`config.mk`:
```
export PLATFORM = sky130hd
export DESIGN_NAME = fetch_queue_flat
export DESIGN_NICKNAME = d
export VERILOG_FILES = /design/src/rtl/fetch_pkg.sv /design/src/rtl/fetch_queue_if.sv /design/src/rtl/fetch_fifo.sv /design/src/rtl/fetch_queue.sv /design/src/flat_wrapper.sv
export SDC_FILE = /design/constraint.sdc
export NUM_CORES = 1
export LEC_CHECK = 0
export ABC_AREA = 1
export BUFFER_PORTS_ARGS = -buffer_cell sky130_fd_sc_hd__buf_2
export CAP_MARGIN = 20
export CORE_MARGIN = 2
export CORE_UTILIZATION = 40
export CTS_BUF_LIST = sky130_fd_sc_hd__clkbuf_4
export DETAILED_ROUTE_END_ITERATION = 8
export PLACE_DENSITY_LB_ADDON = 0.15
export SLEW_MARGIN = 0
export SYNTH_ARGS = -nofsm -noshare
export SYNTH_HDL_FRONTEND = slang
export SYNTH_HIERARCHICAL = 1
export SYNTH_SLANG_ARGS = --single-unit
```
`constraint.sdc`:
```
create_clock -name clk -period 3.8 [get_ports clk]
set_input_delay 0.38 -clock clk [delete_from_list [all_inputs] [get_ports clk]]
set_output_delay 0.38 -clock clk [all_outputs]
set_load 0.05 [all_outputs]
```
`src/rtl/fetch_pkg.sv`:
```
// Shared constants, queue entry type and decode helper for the instruction
// fetch queue.
package fetch_pkg;

  localparam logic [15:0] NOP_INST = 16'h0800;
  localparam logic [4:0]  HALT_OPC = 5'b00000;

  typedef struct packed {
    logic [15:0] inst;
    logic [15:0] pc;
  } fq_entry_t;

  function automatic logic is_halt(input logic [15:0] inst);
    return (inst[15:11] == HALT_OPC);
  endfunction

endpackage

```
`src/rtl/fetch_queue_if.sv`:
```
// Instruction memory request/response bus; the fetch queue is the master.
interface fetch_queue_if;

  logic        imem_req;
  logic [15:0] imem_addr;
  logic        imem_ready;
  logic [15:0] imem_data;

  modport master (
    output imem_req,
    output imem_addr,
    input  imem_ready,
    input  imem_data
  );

  modport slave (
    input  imem_req,
    input  imem_addr,
    output imem_ready,
    output imem_data
  );

endinterface

```
`src/rtl/fetch_fifo.sv`:
```
// Circular buffer of fetched {inst, pc} entries with occupancy count and a
// single-cycle flush.
module fetch_fifo
  import fetch_pkg::*;
#(
  parameter int DEPTH = 2
) (
  input  logic                     clk,
  input  logic                     rst_n,
  input  logic                     i_push,
  input  fq_entry_t                i_wdata,
  input  logic                     i_pop,
  input  logic                     i_flush,
  output fq_entry_t                o_head,
  output logic [$clog2(DEPTH):0]   o_count,
  output logic                     o_full
);

  localparam int                PTR_W    = $clog2(DEPTH);
  localparam int                CNT_W    = PTR_W + 1;
  localparam logic [CNT_W-1:0]  FULL_CNT = CNT_W'(DEPTH);

  fq_entry_t          r_mem [DEPTH];
  logic [PTR_W-1:0]   r_rd_ptr;
  logic [PTR_W-1:0]   r_wr_ptr;
  logic [CNT_W-1:0]   r_count;
  logic               w_full;
  logic               w_push;
  logic               w_pop;

  assign w_full = (r_count == FULL_CNT);
  assign w_push = i_push && !w_full;
  assign w_pop  = i_pop && (r_count != {CNT_W{1'b0}});

  // Pointers and occupancy; flush empties the queue in one edge
  always_ff @(posedge clk or negedge rst_n) begin
    if (!rst_n) begin
      r_rd_ptr <= {PTR_W{1'b0}};
      r_wr_ptr <= {PTR_W{1'b0}};
      r_count  <= {CNT_W{1'b0}};
    end else if (i_flush) begin
      r_rd_ptr <= {PTR_W{1'b0}};
      r_wr_ptr <= {PTR_W{1'b0}};
      r_count  <= {CNT_W{1'b0}};
    end else begin
      if (w_push) r_wr_ptr <= r_wr_ptr + PTR_W'(1);
      if (w_pop)  r_rd_ptr <= r_rd_ptr + PTR_W'(1);
      case ({w_push, w_pop})
        2'b10:   r_count <= r_count + CNT_W'(1);
        2'b01:   r_count <= r_count - CNT_W'(1);
        default: r_count <= r_count;
      endcase
    end
  end

  // Entry storage
  always_ff @(posedge clk or negedge rst_n) begin
    if (!rst_n) begin
      for (int i = 0; i < DEPTH; i++) begin
        r_mem[i] <= '{inst: NOP_INST, pc: 16'h0000};
      end
    end else if (w_push && !i_flush) begin
      r_mem[r_wr_ptr] <= i_wdata;
    end
  end

  assign o_head  = r_mem[r_rd_ptr];
  assign o_count = r_count;
  assign o_full  = w_full;

endmodule

```
`src/rtl/fetch_queue.sv`:
```
// Instruction fetch front end: issues sequential imem requests, buffers the
// returned words and presents the head entry to the IF/ID register.
module fetch_queue
  import fetch_pkg::*;
#(
  parameter int          DEPTH    = 2,
  parameter logic [15:0] RESET_PC = 16'h0000
) (
  input  logic          clk,
  input  logic          rst,
  input  logic          redirect,
  input  logic [15:0]   redirect_pc,
  input  logic          stall,
  fetch_queue_if.master imem,
  output logic [15:0]   instruction,
  output logic [15:0]   pc_out,
  output logic [15:0]   pc_next,
  output logic          inst_valid,
  output logic          halted
);

  localparam int CNT_W = $clog2(DEPTH) + 1;

  logic [15:0]      r_fetch_pc;
  logic             r_halted;
  logic             w_req;
  logic             w_push;
  logic             w_pop;
  logic             w_valid;
  logic             w_full;
  logic [CNT_W-1:0] w_count;
  logic [15:0]      w_redirect_pc;
  fq_entry_t        w_head;
  fq_entry_t        w_wdata;

  // rst gates the request so it drops the instant reset asserts
  assign w_req         = rst && !r_halted && !w_full;
  assign w_push        = w_req && imem.imem_ready && !redirect;
  assign w_valid       = (w_count != {CNT_W{1'b0}}) && !redirect;
  assign w_pop         = w_valid && !stall;
  assign w_redirect_pc = redirect_pc & 16'hFFFE;
  assign w_wdata       = '{inst: imem.imem_data, pc: r_fetch_pc};

  fetch_fifo #(
    .DEPTH (DEPTH)
  ) u_fifo (
    .clk     (clk),
    .rst_n   (rst),
    .i_push  (w_push),
    .i_wdata (w_wdata),
    .i_pop   (w_pop),
    .i_flush (redirect),
    .o_head  (w_head),
    .o_count (w_count),
    .o_full  (w_full)
  );

  // Fetch address and halt flag; redirect wins over any same-cycle push
  always_ff @(posedge clk or negedge rst) begin
    if (!rst) begin
      r_fetch_pc <= RESET_PC;
      r_halted   <= 1'b0;
    end else if (redirect) begin
      r_fetch_pc <= w_redirect_pc;
      r_halted   <= 1'b0;
    end else if (w_push) begin
      r_fetch_pc <= r_fetch_pc + 16'd2;
      r_halted   <= r_halted || is_halt(imem.imem_data);
    end else begin
      r_fetch_pc <= r_fetch_pc;
      r_halted   <= r_halted;
    end
  end

  // Head presentation: NOP at the current fetch address when nothing is valid
  always_comb begin
    instruction = NOP_INST;
    pc_out      = r_fetch_pc;
    if (w_valid) begin
      instruction = w_head.inst;
      pc_out      = w_head.pc;
    end else begin
      instruction = NOP_INST;
      pc_out      = r_fetch_pc;
    end
    pc_next = pc_out + 16'd2;
  end

  assign imem.imem_req  = w_req;
  assign imem.imem_addr = r_fetch_pc;
  assign inst_valid     = w_valid;
  assign halted         = r_halted;

endmodule

```
`src/flat_wrapper.sv`:
```
// flat-port wrapper written by rule: the top's interface ports become plain ports
module fetch_queue_flat import fetch_pkg::*;
#(
  parameter int          DEPTH    = 2,
  parameter logic [15:0] RESET_PC = 16'h0000
)
  (clk, rst, redirect, redirect_pc, stall, instruction, pc_out, pc_next, inst_valid, halted, imem_imem_req, imem_imem_addr, imem_imem_ready, imem_imem_data);
  fetch_queue_if imem_i ();
  input  logic clk;
  input  logic rst;
  input  logic redirect;
  input  logic [15:0] redirect_pc;
  input  logic stall;
  output logic [15:0] instruction;
  output logic [15:0] pc_out;
  output logic [15:0] pc_next;
  output logic inst_valid;
  output logic halted;
  output wire logic [$bits(imem_i.imem_req)-1:0] imem_imem_req;
  output wire logic [$bits(imem_i.imem_addr)-1:0] imem_imem_addr;
  input wire logic [$bits(imem_i.imem_ready)-1:0] imem_imem_ready;
  input wire logic [$bits(imem_i.imem_data)-1:0] imem_imem_data;
  assign imem_imem_req = imem_i.imem_req;
  assign imem_imem_addr = imem_i.imem_addr;
  assign imem_i.imem_ready = imem_imem_ready;
  assign imem_i.imem_data = imem_imem_data;
  fetch_queue #(.DEPTH(DEPTH), .RESET_PC(RESET_PC)) u_core (.clk(clk), .rst(rst), .redirect(redirect), .redirect_pc(redirect_pc), .stall(stall), .imem(imem_i), .instruction(instruction), .pc_out(pc_out), .pc_next(pc_next), .inst_valid(inst_valid), .halted(halted));
endmodule
```
==> results of run 1 <==
sequential cells by signal (all words and copies together) (netlist names):
| register | cells |
|---|---|
| u_core/u_fifo/o_count | 2 |
| u_core/u_fifo/r_mem | 64 |
| u_core/u_fifo/r_wr_ptr | 1 |
| u_core/halted | 1 |
| u_core/imem.imem_addr | 15 |
| u_core/u_fifo/r_rd_ptr | 1 |
power by group:
| group | switching (mW) | total (mW) | internal [mW] |
|---|---|---|---|
| clock network | 0.312 | 0.597 | 0.285 |
| registers | 0.116 | 1.16 | 1.04 |
| logic | 0.708 | 0.982 | 0.274 |
repair_timing:
action,in CTS,in global routing
hold buffers,0,1
endpoints found under the hold margin,0,9
endpoints found under the setup margin,0,2
layout make-up:
class	count	area [um2]	area share, %
Multi-Input combinational cell	477	2420	41.6
Inverter	81	308	5.29
Timing Repair Buffer	109	603	10.4
Sequential cell	84	2100	36.1
Clock inverter	5	85.1	1.46
Tap cell	172	215	3.70
Clock buffer	11	82.6	1.42
logic make-up (layout without fill, tap and decap cells):
group           Yosys count  count (layout)  synth area share, %
simple gates            371             371                 33.1
flops                    84              84                 41.7
xor+xnor                 14              14                 2.43
compound gates           87              88                 11.7
buf+inv                 109             206                 10.6
other cells               1               2               0.0742
fa+ha+maj                 2               2                0.495
critical path, stage by stage, from the launching register on:
cell and delay, ns:
dfrtp_1 0.60, o21ai_4 0.56, nand2_2 0.12, nand2_4 0.13, ha_1 0.21, nand3_2 0.14, nor2_2 0.17, nand4_1 0.10
nand2_1 0.09, buf_2 0.26
path summary, 6_finish.rpt:
path	cells past startpoint	from	slack [ns]	to
setup / recovery	9	u_core/u_fifo/o_count[1]	0.58	pc_next[15]
max in group asynchronous	4	rst	2.79	u_core/u_fifo/r_mem[44]
hold / removal	3	redirect_pc[6]	0.15	u_core/imem.imem_addr[6]
min in group asynchronous	3	rst	0.40	u_core/u_fifo/o_count[0]
hold reg to reg	2	u_core/u_fifo/r_mem[27]	0.48	u_core/u_fifo/r_mem[27]
setup reg to reg	15	u_core/u_fifo/o_count[0]	0.79	u_core/u_fifo/r_mem[45]
cell usage in the layout (no fill, tap or decap), types with 7 or more instances in the layout:
| cell | n |
|---|---|
| nand3_1 | 20 |
| nand2_4 | 11 |
| nand2_1 | 255 |
| nor2_1 | 41 |
| o21ai_0 | 7 |
| buf_2 | 100 |
| nand4_1 | 11 |
| o211ai_1 | 7 |
| clkbuf_4 | 11 |
| o21ai_1 | 37 |
| xor2_1 | 8 |
| o21ai_2 | 28 |
| dfrtp_1 | 82 |
| inv_1 | 75 |
| nand2_2 | 17 |
through the flow:
step           worst slack [ns]  util (%)  hold slack [ns]  area [um2]
2_1_floorplan             0.719         -           0.0844        5060
3_3_place_gp              0.806      45.0            0.464        5610
3_5_place_dp              0.739      45.0            0.465        5610
4_1_cts                   0.209      46.3            0.119        5780
5_1_grt                   0.317      46.7            0.122        5820
6_report                  0.584      46.7            0.148        5820
per-layer routing:
metal | up-vias | part of all wire (%) | GRT usage [%]
met2 | 79 | 49 | 31.9
met5 | - | 0 | 0
li1 | 2273 | - | -
met4 | 0 | 0.87 | 5.00
met1 | 2102 | 46 | 24.8
met3 | 9 | 3.3 | 3.32
==> results_dict.tcl, run 1 <==
set metrics [dict create \
    status "complete, no violations" \
    grt-ovfl-total 0 \
    cp_max_fo 17 \
    async_flop_share_pct 100 \
    yosysTopAreaCellShare_pct 40.6 \
    setup_viol 0 \
    ir_drop_mv 0.173 \
    avgSynthCellArea_um2 7.56 \
    yosysWarnings 6 \
    rows 41 \
    netlist_area_um2 5050 \
    grt_max_degree 85 \
    clk_pin_slew_ns 0.13 \
    synth_area_leader_cell "dfrtp_1" \
    synthFlopType "dfrtp_1" \
    dr_total_vias 4463 \
    cp.required_ns 3.42 \
    final.setup.tns_ns 0 \
    hold_violations 0 \
    port_buffers 101 \
    clockRootBuffer "clkbuf_4" \
    drt_iter0_drc 299 \
    start_util_pct 40.5 \
    ys_seq_elements 84 \
    clockBufferDepth 2 \
    drv_slew 0 \
    p_per_area_nw_per_um2 470 \
    die_w_um 116 \
    syn_to_final_growth_pct 15.2 \
    place_inst 920 \
    die-area_um2 13500 \
    crit_type "flip-flop to output pin" \
    finalPower_mw 2.74 \
    grt_pass1_vias 4147 \
    synth_top_cells_by_area "dfrtp_1 (41%), nand2_1 (19%), inv_1 (5.6%)" \
    nNetsFinal 801 \
    ys_top_cells_by_count "nand2_1 (255), dfrtp_1 (82), inv_1 (75)" \
    dp_hpwl_um 8290 \
    max-cap-violations 0 \
    fin_crit_ns 3.22 \
    rsz0062_at_grt "false" \
    min_path_type "input pin to flip-flop" \
    gp_congestion 0.840 \
    synth_edf_count 0 \
    yosysMostFrequentCell "nand2_1" \
    firstDrtPassIters 5 \
    ys_types 41 \
    htreeDepth 3 \
    nFillCells 1293 \
    track_usage_pct 18.8 \
    ys_seq_area_share_pct 41.7 \
    critPathArrivalTime_ns 2.84 \
    cts_tree "yes" \
    final_cells 939 \
    pin_count 104 \
    routed_via_density 4.75 \
    drt-total-wl_um 12600 \
    cts_num_sinks 84 \
    core_area_um2 12500 \
    drc_errors 0 \
    post_cts_buffers 0 \
    die_h_um 116 \
    clock_latency_ns 0.44 \
    grt_antenna_before_repair 0 \
    timing.fmax_ghz 0.311 \
    ant_nets 0 \
    layout-drive-gt1-share_pct 26.1 \
    cts_buffers 9 \
    cts_resized 0 \
    start_kind "flip-flop" \
    fin_skew_ns 0.0165 \
    grt_pass1_wl_um 19900 \
    diodes 0 \
    end_kind "output pin" \
    wl_per_cell_um 13.4 \
    power.leakage_nw 3.12 \
    period_share_pct 84.6 \
    syn-instance-count 668 \
    slew_headroom_pct 44.5 \
    tightestPinTransition_ns 0.833 \
]
(Power assumes the default switching activity.)
==> run 2: changes to the inputs <==
==> constraint.sdc (replaced) <==
create_clock -name clk -period 2.6 [get_ports clk]
set_input_delay 0.26 -clock clk [delete_from_list [all_inputs] [get_ports clk]]
set_output_delay 0.26 -clock clk [all_outputs]
set_load 0.05 [all_outputs]
==> run 2 against run 1 <==
First-iteration DRC count rose by 0.67%. Final area rose by 6.8%. Critical path depth grew 2. Via count rose by 3.1%. Critical endpoint is now pc_next[12]. Sequential share of layout area decreased by 2.2 points. Sequential cell count stayed put. Wire length up 1.6%. Final cell count increased by 3.2%.
==> results_dict.tcl, run 2 (synthesis results as in run 1) <==
set metrics [dict create \
    p_sw_mw 1.71 \
    pin_count 104 \
    firstDrtPassIters 5 \
    layout-drive-gt1-share_pct 30.6 \
    ant_nets 0 \
    critPathArrivalTime_ns 2.18 \
    final.setup.tns_ns 0 \
    fin_crit_ns 2.44 \
    hold_violations 0 \
    rsz0062_at_grt "false" \
    port_buffers 101 \
    fin_ws_ns 0.160 \
    routed_via_density 4.75 \
    p_sw_share_pct 42.5 \
    fin_skew_ns 0.0131 \
    timing.fmax_ghz 0.410 \
    gp_congestion 0.852 \
    die_h_um 116 \
    max-cap-violations 0 \
    pre_cts_ws_ns 0.221 \
    p_clk_share_pct 19.0 \
    tightestPinTransition_ns 0.781 \
    clk_pin_slew_ns 0.14 \
    drt_iter0_drc 301 \
    setup_viol 0 \
    r2r_end "u_core/u_fifo/r_mem[51]" \
    largest_register "u_core/u_fifo/r_mem" \
    die-area_um2 13500 \
    power.leakage_nw 3.32 \
    syn_to_final_growth_pct 23.1 \
    min_from "redirect_pc[5]" \
    finalPower_mw 4.03 \
    worst_path_largest_cell_delay_ns 0.47 \
    cp.required_ns 2.34 \
    grt_pass1_vias 4245 \
    status "complete, no violations" \
    clockRootBuffer "clkbuf_4" \
    worstHoldEndpoint "u_core/imem.imem_addr[5]" \
    grt-ovfl-total 0 \
    reg2reg_depth 14 \
    core_area_um2 12500 \
    dr_total_vias 4600 \
    final_core_util_pct 49.9 \
    end_kind "output pin" \
    hold_depth 3 \
    drc_errors 0 \
    clockBufferDepth 2 \
    die_w_um 116 \
    grt_antenna_before_repair 0 \
    grt_pass1_wl_um 20900 \
    slew_headroom_pct 47.9 \
    combPwrFrac_pct 39.4 \
    grt_max_degree 63 \
    track_usage_pct 19.6 \
    largest_reg_flops 64 \
    cp_slowest_cell "dfrtp_2" \
    ir_drop_mv 0.246 \
    cts_tree "yes" \
    cp_max_fo 10 \
    min_path_type "input pin to flip-flop" \
    p_int_mw 2.32 \
    drt-total-wl_um 12800 \
    final_common_cell "nand2_1" \
    dp_hpwl_um 9070 \
    worstPathCellList "o21ai_4, buf_12, buf_4, nand2_2, nand2_4, nand2_1, nor2_1, nand3_1, nand2_1, nand2_1, clkbuf_4" \
    most-common-layout-cells "nand2_1 (252), buf_2 (91), dfrtp_1 (79), inv_1 (75), nor2_1 (39)" \
    rows 41 \
    clock_latency_ns 0.43 \
    start_kind "flip-flop" \
    reg2reg_from "u_core/u_fifo/o_count[1]" \
    final_cells 969 \
    drv_slew 0 \
    cts_num_sinks 84 \
    r2r_slack_ns 0.23 \
    wl_per_cell_um 13.2 \
    nNetsFinal 831 \
    cp_common_cell "nand2_1" \
    crit_type "flip-flop to output pin" \
    place_inst 937 \
    period_share_pct 93.9 \
    seq_power_share_pct 41.6 \
    diodes 0 \
    cts_buffers 9 \
    htreeDepth 3 \
    p_per_area_nw_per_um2 648 \
    start_util_pct 40.5 \
]
## run 2: cell types whose count changed in the layout (fill, tap and decap cells not counted), moves of 3 or more
cell | previous run | this run
buf_4 | 6 | 33
buf_2 | 100 | 91
buf_6 | 0 | 7
xnor2_1 | 6 | 2
dfrtp_1 | 82 | 79
dfrtp_2 | 0 | 3
nand2_1 | 255 | 252
nand2_4 | 11 | 14
xnor2_2 | 0 | 3
## run 2: per-layer routing
metal	track usage (%)	vias to the layer above	wire length, um	share of wire, %
met5	0	-	0	0
met1	27.9	2161	6040	47
met4	5.00	0	106	0.83
met2	31.4	110	6110	48
met3	3.32	10	550	4.3
li1	-	2319	-	-
## run 2: through the flow
| step | hold WS [ns] | instance area, um2 |
|---|---|---|
| floorplan | -0.0356 | 5120 |
| global placement | 0.285 | 5790 |
| detailed placement | 0.291 | 5790 |
| CTS | 0.00705 | 6030 |
| global route | 0.000534 | 6220 |
| finish | 0.0357 | 6220 |
## run 2: area by class of cell
type,instances,area (um2)
flip-flops and latches,84,2110
fillers,1234,6250
clock buffers,9,67.6
repair buffers,140,900
clock inverters,7,75.1
multi-input cells,476,2540
well taps,172,215
inverters,81,313
## run 2: worst max path at each step
stage	startpoint	endpoint	slack (ns)	depth (start not counted)
finish	u_core/u_fifo/o_count[0]	pc_next[12]	0.16	11
global route	u_core/u_fifo/o_count[0]	pc_next[13]	0.002	11
CTS	u_core/u_fifo/r_rd_ptr	pc_next[15]	0.008	12
detailed placement	u_core/u_fifo/o_count[1]	u_core/u_fifo/r_mem[44]	0.22	14
global placement	u_core/u_fifo/o_count[1]	u_core/u_fifo/r_mem[42]	0.28	14
floorplan	u_core/u_fifo/r_rd_ptr	pc_next[9]	-0.09	11
## run 2: timing repair
action                     4_1_cts  5_1_grt
setup endpoints to repair       10       22
hold buffers                     1        1
setup buffers                    3       10
resized for setup               16       22
cloned                           0        1
hold endpoints to repair        22        1
pin swaps                        1        8
## run 2: power groups by stage
stage	clock network, mW	registers [mW]	logic [mW]
floorplan	0	1.76	1.09
global placement	0	1.69	1.48
detailed placement	0	1.70	1.50
CTS	0.796	1.67	1.55
global route	0.863	1.71	1.74
finish	0.764	1.67	1.59
## run 2: critical path: cells and delay by family, from the launching register on
| family | cells | cell delay (ns) |
|---|---|---|
| AO/OA/AOI/OAI | 1 | 0.17 |
| buffers and inverters | 3 | 0.50 |
| AND/OR/NAND/NOR | 7 | 0.61 |
| flip-flops | 1 | 0.47 |
==> run 3: changes to the inputs <==
--- a/config.mk
+++ b/config.mk
@@ -9,7 +9,7 @@
 export BUFFER_PORTS_ARGS = -buffer_cell sky130_fd_sc_hd__buf_2
 export CAP_MARGIN = 20
 export CORE_MARGIN = 2
-export CORE_UTILIZATION = 40
+export CORE_UTILIZATION = 52
 export CTS_BUF_LIST = sky130_fd_sc_hd__clkbuf_4
 export DETAILED_ROUTE_END_ITERATION = 8
 export PLACE_DENSITY_LB_ADDON = 0.15
==> run 3 against run 2 <==
Non-clock buffer count decreased by 2. Wire length decreased by 1.3%. Critical path depth decreased by 2. Critical path type unchanged. Hold slack improved by 0.0066 ns. Sequential power about the same. Final area decreased by 0.58%. Combinational power about the same.
==> results_dict.tcl, run 3 (synthesis results as in run 1) <==
set metrics [dict create \
    largest_register "u_core/u_fifo/r_mem" \
    largest_reg_flops 64 \
    cts_tree "yes" \
    core_area_um2 9330 \
    fin_crit_ns 2.49 \
    cts_num_sinks 84 \
    rsz0062_at_grt "true" \
    start_kind "flip-flop" \
    timing.fmax_ghz 0.402 \
    htreeDepth 3 \
    die_h_um 103 \
    dr_total_vias 4685 \
    routed_via_density 5.06 \
    clockBufferDepth 2 \
    ir_drop_mv 0.341 \
    hold_violations 0 \
    min_path_type "input pin to flip-flop" \
    grt_max_degree 49 \
    nFillCells 819 \
    detailed_place.area_um2 5740 \
    r2r_slack_ns 0.22 \
    cp.required_ns 2.34 \
    crit_family "buffers and inverters" \
    drc_errors 0 \
    seq_power_share_pct 39.8 \
    firstDrtPassIters 5 \
    die_w_um 103 \
    gp_congestion 0.859 \
    grt-ovfl-total 0 \
    wl_per_cell_um 13.7 \
    max-cap-violations 0 \
    p_int_mw 2.52 \
    crit_buf_inv 4 \
    power.leakage_nw 3.32 \
    worstHoldEndpoint "u_core/imem.imem_addr[6]" \
    hold_ws_ns 0.0423 \
    slew_headroom_pct 58.3 \
    drv_slew 0 \
    grt_antenna_before_repair 0 \
    clockRootBuffer "clkbuf_4" \
    dp_hpwl_um 8860 \
    period_share_pct 95.6 \
    grt_pass1_vias 4465 \
    status "complete, no violations" \
    reg2reg_depth 15 \
    start_util_pct 54.2 \
    final_common_cell "nand2_1" \
    reg2reg_from "u_core/u_fifo/o_count[0]" \
    die-area_um2 10500 \
    final.setup.tns_ns 0 \
    grt_pass1_wl_um 20900 \
    min_from "redirect_pc[6]" \
    pin_count 104 \
    track_usage_pct 25.3 \
    setup_viol 0 \
    p_per_area_nw_per_um2 682 \
    clock_latency_ns 0.42 \
    worst_path_largest_cell_delay_ns 0.51 \
    nNetsFinal 831 \
    tightestPinTransition_ns 0.626 \
    fin_area_um2 6180 \
    combPwrFrac_pct 37.8 \
    layout-drive-gt1-share_pct 31.2 \
    p_sw_share_pct 40.2 \
    place_inst 894 \
    most-common-layout-cells "nand2_1 (251), buf_2 (91), dfrtp_1 (79), inv_1 (75), nor2_1 (38)" \
    clk_pin_slew_ns 0.15 \
    ant_nets 0 \
    drt-total-wl_um 12600 \
    p_clk_share_pct 22.4 \
    worstPathCellList "clkinv_2, buf_4, buf_4, nand2_1, nand2_1, o21ai_0, nand4_1, nand2_1, buf_4" \
    p_sw_mw 1.69 \
    diodes 0 \
    crit_type "flip-flop to output pin" \
    final_cells 925 \
    port_buffers 101 \
    drt_iter0_drc 250 \
    critPathArrivalTime_ns 2.23 \
    r2r_end "u_core/u_fifo/r_mem[46]" \
    rows 35 \
    syn_to_final_growth_pct 22.4 \
    cp_slowest_cell "dfrtp_2" \
    end_kind "output pin" \
    cp_max_fo 7 \
    fin_skew_ns 0.0275 \
    cts_buffers 9 \
    hold_depth 3 \
]
run 3: changes by cell type in the layout (fill, tap and decap cells not counted), sizes merged:
cell / delta
bufinv: +2
clkinv: -2
inv: -2
buf: +1
dlygate4sd3: -1
o21ai: +1
run 3: final cells by class:
type / count / area (um2) / area share, %
Clock buffer: 11 / 82.6 / 1.34
Clock inverter: 4 / 98.8 / 1.60
Inverter: 81 / 313 / 5.06
Multi-Input combinational cell: 477 / 2560 / 41.3
Sequential cell: 84 / 2110 / 34.1
Tap cell: 129 / 161 / 2.61
Timing Repair Buffer: 138 / 857 / 13.9
Timing Repair inverter: 1 / 5.00 / 0.0810
run 3: stage by stage:
step | utilization, % | power, mW | setup WS (ns)
after floorplan | - | 2.85 | -0.0858
after global placement | 61.5 | 3.16 | 0.253
after detailed placement | 61.5 | 3.20 | 0.185
after CTS | 64.2 | 4.18 | 0.00324
after global routing | 66.3 | 4.47 | -0.00743
final | 66.3 | 4.21 | 0.113
run 3: power groups by stage:
stage	registers, mW	logic (mW)	clock network [mW]
after floorplan	1.76	1.09	0
after global placement	1.69	1.47	0
after detailed placement	1.70	1.50	0
after CTS	1.67	1.54	0.966
after global routing	1.71	1.74	1.02
final	1.68	1.59	0.943
run 3: repair_timing:
action                                 4_1_cts  5_1_grt
setup buffers                                2       11
pin swaps                                    1        7
gates resized for setup                     13       26
endpoints found under the hold margin       34        0
hold buffers                                 1        0
setup endpoints to repair                   10       42
gates cloned                                 1        1
run 3: worst max-delay path by stage:
stage / startpoint / to / slack [ns] / cells past startpoint
2_1_floorplan: u_core/u_fifo/r_rd_ptr / pc_next[9] / -0.09 / 11
3_3_place_gp: u_core/u_fifo/o_count[1] / u_core/u_fifo/r_mem[43] / 0.25 / 14
3_5_place_dp: u_core/u_fifo/o_count[1] / u_core/u_fifo/r_mem[49] / 0.18 / 14
4_1_cts: u_core/u_fifo/r_rd_ptr / pc_next[15] / 0.003 / 12
5_1_grt: u_core/u_fifo/o_count[1] / pc_next[14] / -0.007 / 10
6_report: u_core/u_fifo/r_rd_ptr / pc_next[15] / 0.11 / 9
run 3: worst reg2reg max path: cells and delay by family (launching register included):
kind / cells / cell delay, ns
AND/OR/NAND/NOR: 6 / 0.79
flip-flops: 1 / 0.45
buffers and inverters: 7 / 0.77
AO/OA/AOI/OAI: 2 / 0.24
run 3: metal layers:
layer	global-route usage [%]	up-vias	routed length [um]
li1	-	2319	-
met1	35.8	2221	5740
met2	40.1	132	6000
met3	3.66	13	724
met4	9.13	0	179
met5	0	-	0
